### src/rtl/icache_fetch_arbiter.sv
// Round-robin arbiter that puts the fetches of two icaches onto one RAM read port.
// It hands the RAM to the data/coherence side whenever that side asks between fetches.
module icache_fetch_arbiter #(
    parameter int ADDR_W = 32,
    parameter int DATA_W = 32
) (
    input  logic              CLK,
    input  logic              nRST,
    input  logic [1:0]        iren,
    input  logic [ADDR_W-1:0] iaddr0,
    input  logic [ADDR_W-1:0] iaddr1,
    output logic [1:0]        iwait,
    output logic [DATA_W-1:0] iload0,
    output logic [DATA_W-1:0] iload1,
    input  logic              dbus_req,
    output logic              ram_ren,
    output logic [ADDR_W-1:0] ram_addr,
    input  logic [DATA_W-1:0] ramload,
    input  logic [1:0]        ramstate,
    output logic              ibus_busy
);

    typedef enum logic {
        IDLE  = 1'b0,
        FETCH = 1'b1
    } state_t;

    localparam logic [1:0] RAM_ACCESS = 2'd2;

    state_t            state_q, state_d;
    logic              last_grant_q, last_grant_d;
    logic              owner_q, owner_d;
    logic [ADDR_W-1:0] addr_q, addr_d;

    logic              owner_req;
    logic [ADDR_W-1:0] owner_addr;
    logic              fetch_abort;
    logic              fetch_done;
    logic              grant_valid;
    logic              grant_core;

    // The owner withdrawing or moving its address cancels the fetch, even if RAM answers now.
    assign owner_req   = owner_q ? iren[1] : iren[0];
    assign owner_addr  = owner_q ? iaddr1 : iaddr0;
    assign fetch_abort = !owner_req || (owner_addr != addr_q);
    assign fetch_done  = !fetch_abort && (ramstate == RAM_ACCESS);

    assign grant_valid = !dbus_req && (iren != 2'b00);
    assign grant_core  = (iren == 2'b11) ? ~last_grant_q : iren[1];

    always_ff @(posedge CLK or negedge nRST) begin
        if (!nRST) begin
            state_q      <= IDLE;
            last_grant_q <= 1'b1;
            owner_q      <= 1'b0;
            addr_q       <= '0;
        end else begin
            state_q      <= state_d;
            last_grant_q <= last_grant_d;
            owner_q      <= owner_d;
            addr_q       <= addr_d;
        end
    end

    always_comb begin
        state_d      = state_q;
        last_grant_d = last_grant_q;
        owner_d      = owner_q;
        addr_d       = addr_q;
        case (state_q)
            IDLE: begin
                if (grant_valid) begin
                    state_d = FETCH;
                    owner_d = grant_core;
                    addr_d  = grant_core ? iaddr1 : iaddr0;
                end
            end
            FETCH: begin
                if (fetch_abort) begin
                    state_d = IDLE;
                end else if (fetch_done) begin
                    state_d      = IDLE;
                    last_grant_d = owner_q;
                end
            end
            default: state_d = IDLE;
        endcase
    end

    always_comb begin
        iwait     = 2'b11;
        iload0    = '0;
        iload1    = '0;
        ram_ren   = 1'b0;
        ram_addr  = '0;
        ibus_busy = 1'b0;
        if (state_q == FETCH) begin
            ram_ren   = 1'b1;
            ram_addr  = addr_q;
            ibus_busy = 1'b1;
            if (fetch_done) begin
                if (owner_q) begin
                    iwait[1] = 1'b0;
                    iload1   = ramload;
                end else begin
                    iwait[0] = 1'b0;
                    iload0   = ramload;
                end
            end
        end
    end

endmodule

### config.mk
export PLATFORM = sky130hd
export DESIGN_NAME = icache_fetch_arbiter
export DESIGN_NICKNAME = d
export VERILOG_FILES = /design/src/rtl/icache_fetch_arbiter.sv
export SDC_FILE = /design/constraint.sdc
export NUM_CORES = 1
export LEC_CHECK = 0
export CAP_MARGIN = 20
export CORE_UTILIZATION = 40
export CTS_CLUSTER_DIAMETER = 60
export DETAILED_ROUTE_END_ITERATION = 6
export DONT_BUFFER_PORTS = 1
export GPL_ROUTABILITY_DRIVEN = 0
export HOLD_SLACK_MARGIN = 0.08
export PLACE_DENSITY_LB_ADDON = 0.05
export SLEW_MARGIN = 20
export SYNTH_ARGS = -nofsm -noshare
export SYNTH_HDL_FRONTEND = slang
export SYNTH_SLANG_ARGS = --single-unit
### constraint.sdc
create_clock -name CLK -period 3.8 [get_ports CLK]
set_input_delay 0.95 -clock CLK [delete_from_list [all_inputs] [get_ports CLK]]
set_output_delay 0.95 -clock CLK [all_outputs]
set_load 0.05 [all_outputs]
Word-level counts from Yosys, hierarchy flattened
Cells that the tools add are included.

storage, ports and cells
  bits in registers = 35
  bits of input ports = 103
  output and inout bits = 100
  word-level logic and storage cells = 39

operators by class
  eq/ne operators = 3
  multiplexer cells = 20
  bitwise operators = 3
  reductions and logical operators = 9

operator list
  operator              number
  $mux W32              9
  $ne A32 B32 Y1        1
  $mux W1               8
  $eq A2 B2 Y1 const B  2
  $mux W2               2
  $logic_not A1 Y1      3
  $not A1 Y1            3
  $reduce_and A3 Y1     1
  $logic_and A1 B1 Y1   2
  $pmux W1 S2           1
  $reduce_and A2 Y1     1
  $reduce_bool A2 Y1    1
  $logic_or A1 B1 Y1    1

Logic depth before layout (Yosys ltp)
Gate-level depths: netlist (run 1).

  depth after elaboration = 8
  depth in mapped cells = 9
  depth with buffers taken out = 6

Worst setup path after synthesis (run 1)
Ideal clock, no wire load.

  path kind = input -> output
  start = input iaddr1[28]
  end = output iload1[22]
  data arrival time = 2741 ps
  data required time = 2850 ps
  path slack = 109 ps
  stages = 7
  buffers on the path = 1
  cells stage by stage = mux2i_1 > xnor2_1 > nor4_1 > nand4_2 > nor4_4 > buf_6 > and2_1

between the ends
  word-level cells in the longest chain between the ends = 7

ends and longest elaborated chain
  item                 line  source
  start, declared      11    input logic [ADDR_W-1:0] iaddr1,
  $mux W32             44    assign owner_addr = owner_q ? iaddr1 : iaddr0;
  $ne A32 B32 Y1       45    assign fetch_abort = !owner_req || (owner_addr != addr_q);
  $logic_or A1 B1 Y1   45
  $logic_not A1 Y1     46    assign fetch_done = !fetch_abort && (ramstate == RAM_ACCESS);
  $logic_and A1 B1 Y1  46
  $mux W32             101   if (fetch_done) begin
  $mux W32             97    if (state_q == FETCH) begin
  end, declared        14    output logic [DATA_W-1:0] iload1,

No other way between the ends.

Worst setup path in the final report (run 1)
  start = register owner_q
  end = output iload1[15]

between the ends
  word-level cells in the longest chain between the ends = 7
  elaborated cells on any way between the ends = 10
  those cells by class = 1 x eq/ne; 5 x mux; 4 x reduce/logical

ends and longest elaborated chain
  item                                                line    source
  start, declared                                     32      logic owner_q, owner_d;
  start signal, assigned                              60      owner_q <= owner_d;
  $mux W32 or $mux W1 (tied branches)                 44, 43
  $ne A32 B32 Y1 or $logic_not A1 Y1 (tied branches)  45
  $logic_or A1 B1 Y1                                  45
  $logic_not A1 Y1                                    46
  $logic_and A1 B1 Y1                                 46
  $mux W32 *                                          101
  $mux W32 *                                          97

Mark *: on every way between the ends. The rest lies on a longest branch, timed or not.

==> run_results.csv, run 1 <==
group,metric,value,unit
synth,synth_area,0.00307,mm2
setup_path,crit_fanout,9,
cells_and_area,finalNonFillerCells,523,
sta,grt_setup_unrepaired,"true",
floorplanning,die_height,89.6,um
synth,yosysTopAreaCell,"dfrtp_1",
global_routing,gr-usage-all-layers,0.245,
synth,synthXorXnorAreaFrac,0.0912,
power,power.density,259,mW/mm2
cells_and_area,fin_nets,526,
drt,top_layer,"met4",
setup_path,r2r-start,"owner_q",
floorplanning,core-area,0.00733,mm2
clock_tree,cts_tree,"yes",
drt,wl_met2,5710,um
drt,ant_nets,0,
synth,ys_ff_latch,35,
cells_and_area,diodes,0,
clock_tree,cts_root_buffer,"clkbuf_8",
synth,synth_top_family_by_area,"simple AND/OR/NAND/NOR gates",
flow_run,drv_cap,0,
global_routing,grt_start_max_net_pins,36,
cells_and_area,layout_common_cells,"buf_12, and2_4, mux2i_1",
sta,min_period_over_period,1.01,
setup_path,required,2850,ps
global_routing,grt_pass1_wl,14600,um
setup_path,start_kind,"register",
drt,drtIter0Drc,72,
setup_path,r2r_cells,10,
floorplanning,start_util,0.419,
floorplanning,die-area,0.00803,mm2
setup_path,critPathArrivalTime,2880,ps
status,outcome,"finished, violations left",
clock_tree,h-tree-depth,2,
sta,period_minus_slack,3830,ps
drt,met3_length,828,um
setup_path,r2r_end,"state_q",
placement,placed_cells,494,
drt,drcViolationCount,0,
sta,fmaxAchievable,261,MHz
floorplanning,io_pins,203,
synth,ys_seq_area_frac,0.286,
global_routing,antenna_found_initial,0,
synth,synth.area.mux_share,0.216,
sta,setup_viol,51,
synth,syn_inst,343,
sta,finClkSkew,7.95,ps
setup_path,rrSetupSlack,1250,ps
power,power_leakage,2.25,nW
synth,yosys_warnings,0,
worst_hold_path,holdCritPathClass,"primary input to asynchronous set/reset pin",
drt,drtPass1Iterations,4,
setup_path,cp-end-kind,"primary output",
synth,synth_nets,446,
clock_tree,cts_buffers,5,
cells_and_area,drive_gt1_frac,0.455,
sta,max_slew.worst_pin.slew,716,ps
sta,drv_slew,0,
drt,viasPerCell,5.28,
sta,tns,-837,ps
power,worst_ir_drop_vdd,312,uV
placement,portBuffers,0,
sta,worst_slack,-32.1,ps
status,violations,"setup timing",
floorplanning,std_cell_rows,31,
cells_and_area,area_delta_synth_final,67.0,%
cells_and_area,n_fill_cell,544,
floorplanning,die_w,89.6,um
synth,synth_compound_area_frac,0.0587,
synth,synthSimpleGateAreaFrac,0.290,
sta,hold_violations,0,
drt,num_vias,2764,
global_routing,overflow,0,
synth,ys_types,28,
setup_path,worstSetupPathType,"register to primary output",
clock_tree,clock-sinks,35,
drt,drt-met1-wl,4540,um
drt,routed_wl,11300,um
clock_tree,clockBufferDepth,2,
sta,relSlewSlack,0.521,
drt,wl_per_cell,21.5,um
clock_tree,hold_buffers,0,
synth,synth_top_area_frac,0.277,
placement,place_hpwl,7840,um
cells_and_area,layout_commonest_cell,"buf_12",
global_routing,grt_pass1_vias,2493,
synth,avgSynthCellArea,8.96,um2
clock_tree,clkTransAtPathRegs,70,ps
synth,yosys-top-cells-area,"dfrtp_1, mux2i_1, and2_1",
cells_and_area,post-route-util,0.700,
synth,synth_adder_area_share,0,
clock_tree,clk_latency,290,ps
power,power,1.33,mW
[area by class of cell]
type,instances,area (um2),area share
clock buffer,8,80.1,0.0156
multi-input combinational,280,2280,0.445
sequential,35,880,0.172
tap,99,124,0.0242
timing repair buffer,98,1750,0.341
inverter,3,11.3,0.00220
[per-stage QoR]
stage	hold WS (ps)	worst slack, ps	cell area (um2)
final	350	-32.1	5130
after floorplan	453	109	3070
after global placement	495	-22.4	4480
after global routing	333	-94.1	5130
after detailed placement	498	-70.6	4480
after CTS	346	-12.3	4620
[power by group]
part           leakage [nW]  switching [mW]  internal (mW)
clock network        0.0395           0.129          0.130
logic                  1.79           0.323          0.253
registers             0.428          0.0574          0.435
[cells in the mapped netlist]
| cell type | count |
|---|---|
| and2_1 | 96 |
| mux2i_1 | 64 |
| dfrtp_1 | 34 |
| nand2_1 | 33 |
| o21ai_0 | 33 |
| xnor2_1 | 28 |
| clkbuf_1 | 14 |
| buf_6 | 8 |
| nor4_1 | 5 |
| xor2_1 | 4 |
| inv_1 | 3 |
| mux2_2 | 2 |
| nand4_2 | 2 |
| nor4_2 | 2 |
| nor4_4 | 2 |
| a21boi_0 | 1 |
| and3_1 | 1 |
| buf_2 | 1 |
| buf_4 | 1 |
| buf_8 | 1 |
| dfstp_2 | 1 |
| nand2b_1 | 1 |
| nand3_1 | 1 |
| nand4_1 | 1 |
| nor2_1 | 1 |
| nor2b_1 | 1 |
| o31ai_1 | 1 |
| or4_1 | 1 |
[logic make-up after synthesis]
group                     Yosys count
and+or+nand+nor                   147
buffers and inverters              28
AOI/OAI and AO/OA                  35
DFF                                35
xor gates and xnor gates           32
muxes                              66
[flip-flops by register name, indices dropped and copies added, names as in the netlist]
register and flops:
owner_q 1, last_grant_q 1, addr_q 32, state_q 1
[critical path, stage by stage (launching register included)]
cell       delay (ps)
dfrtp_2           450
buf_6             140
buf_12            130
mux2i_2           180
xnor2_1           110
nor4_2            370
buf_4             190
nand4_4           130
nor4_4            250
buf_6             170
clkbuf_16         160
and2_4            160
buf_12            130
[worst max-delay path by stage]
stage / from / endpoint / slack, ps / cells past startpoint
final: owner_q / iload1[15] / -30 / 12
after global routing: owner_q / iload1[15] / -90 / 12
after CTS: owner_q / iload1[5] / -10 / 10
after detailed placement: iaddr1[7] / iload1[5] / -70 / 9
after global placement: iaddr1[7] / iload1[7] / -20 / 9
after floorplan: iaddr1[28] / iload1[22] / 110 / 7
[repair_timing]
| item | in CTS | in global routing |
|---|---|---|
| pin swaps | 0 | 35 |
| cloned | 1 | 7 |
| setup endpoints to repair | 66 | 66 |
| buffers inserted | 0 | 13 |
| gates resized for setup | 5 | 88 |
[layer usage]
metal / vias to the layer above / GRT usage
li1: 1302 / -
met1: 1338 / 0.311
met2: 110 / 0.421
met3: 14 / 0.0594
met4: 0 / 0.0534
met5: - / 0
No activity file was read; power rests on OpenSTA's default activity.
==> run 2, diff against run 1 <==
--- a/config.mk
+++ b/config.mk
@@ -6,7 +6,7 @@
 export NUM_CORES = 1
 export LEC_CHECK = 0
 export CAP_MARGIN = 20
-export CORE_UTILIZATION = 40
+export CORE_UTILIZATION = 29
 export CTS_CLUSTER_DIAMETER = 60
 export DETAILED_ROUTE_END_ITERATION = 6
 export DONT_BUFFER_PORTS = 1
==> run 2 against run 1 <==
The run still ends with setup timing left. Largest power group unchanged. Die area is 37% higher. Worst setup slack worse by 3.9 ps. Highest routed layer unchanged. Via count is 5.7% lower. Sequential power hardly changed. Design area is 3.8% lower. Wire length is 1.1% lower.
==> run_results.csv, run 2 (synthesis gave the netlist of run 1 again) <==
group,metric,value,unit
power,power_leakage,2.15,nW
drt,viasPerCell,4.78,
global_routing,grt_pass1_wl,16000,um
setup_path,required,2850,ps
drt,drtPass1Iterations,4,
sta,setup_viol,32,
cells_and_area,diodes,0,
clock_tree,cts_buffers,5,
power,worst_ir_drop_vdd,174,uV
clock_tree,clock-sinks,35,
global_routing,grt_start_max_net_pins,37,
cells_and_area,drive_gt1_frac,0.379,
cells_and_area,layout_commonest_cell,"buf_12",
global_routing,gr-usage-all-layers,0.192,
cells_and_area,area_delta_synth_final,60.7,%
cells_and_area,largest_register_ffs,32,
setup_path,cp_top_family,"simple AND/OR/NAND/NOR gates",
setup_path,start_kind,"register",
drt,num_vias,2606,
global_routing,overflow,0,
setup_path,cp-end-kind,"primary output",
sta,period_minus_slack,3840,ps
clock_tree,clk_latency,290,ps
setup_path,path_cells,"buf_12, buf_16, mux2i_2, xnor2_1, nor4_2, nand4_2, nor4_4, buf_6, clkbuf_16, and2_4, buf_12",
floorplanning,core-area,0.0103,mm2
sta,fmaxAchievable,261,MHz
clock_tree,hold_buffers,0,
sta,worst_slack,-36.0,ps
setup_path,r2r-start,"owner_q",
sta,hold_violations,0,
drt,routed_wl,11100,um
cells_and_area,fin_nets,511,
sta,relSlewSlack,0.367,
sta,grt_setup_unrepaired,"true",
floorplanning,std_cell_rows,37,
clock_tree,cts_tree,"yes",
placement,place_hpwl,8330,um
setup_path,critPathArrivalTime,2890,ps
floorplanning,die_w,105,um
cells_and_area,post-route-util,0.480,
setup_path,max_stage_delay,460,ps
setup_path,critPathSlowestCell,"dfrtp_2",
placement,portBuffers,0,
floorplanning,die_height,105,um
sta,drv_slew,0,
drt,drtIter0Drc,59,
sta,min_period_over_period,1.01,
global_routing,antenna_found_initial,0,
clock_tree,cts_root_buffer,"clkbuf_8",
cells_and_area,layout_common_cells,"buf_12, mux2i_1, and2_1",
floorplanning,io_pins,203,
power,power.density,271,mW/mm2
status,violations,"setup timing",
drt,wl_per_cell,20.4,um
sta,tns,-825,ps
floorplanning,die-area,0.0110,mm2
setup_path,startpoint,"owner_q",
clock_tree,clkTransAtPathRegs,80,ps
setup_path,worstSetupPathType,"register to primary output",
setup_path,rrSetupSlack,1300,ps
setup_path,worst-path-buf-inv,5,
status,outcome,"finished, violations left",
flow_run,drv_cap,0,
sta,max_slew.worst_pin.slew,946,ps
drt,ant_nets,0,
sta,finClkSkew,4.09,ps
global_routing,grt_pass1_vias,2580,
clock_tree,h-tree-depth,2,
worst_hold_path,holdCritPathClass,"primary input to asynchronous set/reset pin",
drt,drcViolationCount,0,
cells_and_area,top_register,"addr_q",
floorplanning,start_util,0.299,
setup_path,path_common_cell,"buf_12",
clock_tree,clockBufferDepth,2,
setup_path,crit_fanout,8,
-- run 2: layout make-up --
| class | instances | area (um2) |
|---|---|---|
| fillers | 994 | 5340 |
| multi-input cells | 280 | 2190 |
| repair buffers | 83 | 1580 |
| flip-flops and latches | 35 | 880 |
| well taps | 136 | 170 |
| clock buffers | 8 | 100 |
| inverters | 3 | 11.3 |
-- run 2: final timing paths --
path                           endpoint  cells past startpoint
max                           iload0[4]                     11
min                          addr_q[23]                      0
max reg2reg                     state_q                      9
min reg2reg                last_grant_q                      2
max in group asynchronous  last_grant_q                      0
min in group CLK           last_grant_q                      2
-- run 2: report_power, final --
part	switching [mW]	internal [mW]
clock network	0.141	0.166
registers	0.0579	0.435
logic	0.320	0.218
-- run 2: through the flow --
stage	worst slack, ps	power, mW	hold slack [ps]	std cells	instance area, um2
3_5_place_dp	-104	0.989	507	529	4520
6_report	-36.0	1.34	349	545	4940
5_1_grt	-171	1.42	331	545	4940
3_3_place_gp	-63.7	0.982	500	529	4520
2_1_floorplan	109	0.890	453	343	3070
4_1_cts	-63.7	1.33	333	539	4680
-- run 2: layer usage --
| layer | GRT usage | vias up | wire length [um] |
|---|---|---|---|
| li1 | - | 1274 | - |
| met1 | 0.223 | 1233 | 4460 |
| met3 | 0.0667 | 4 | 887 |
| met5 | 0 | - | 0 |
| met4 | 0.0362 | 0 | 66 |
| met2 | 0.341 | 95 | 5710 |
-- run 2: timing repair --
item	in CTS	in global routing
setup buffers	1	2
gates resized for setup	3	53
setup endpoints to repair	66	66
pin swaps	0	22
gates cloned	1	4
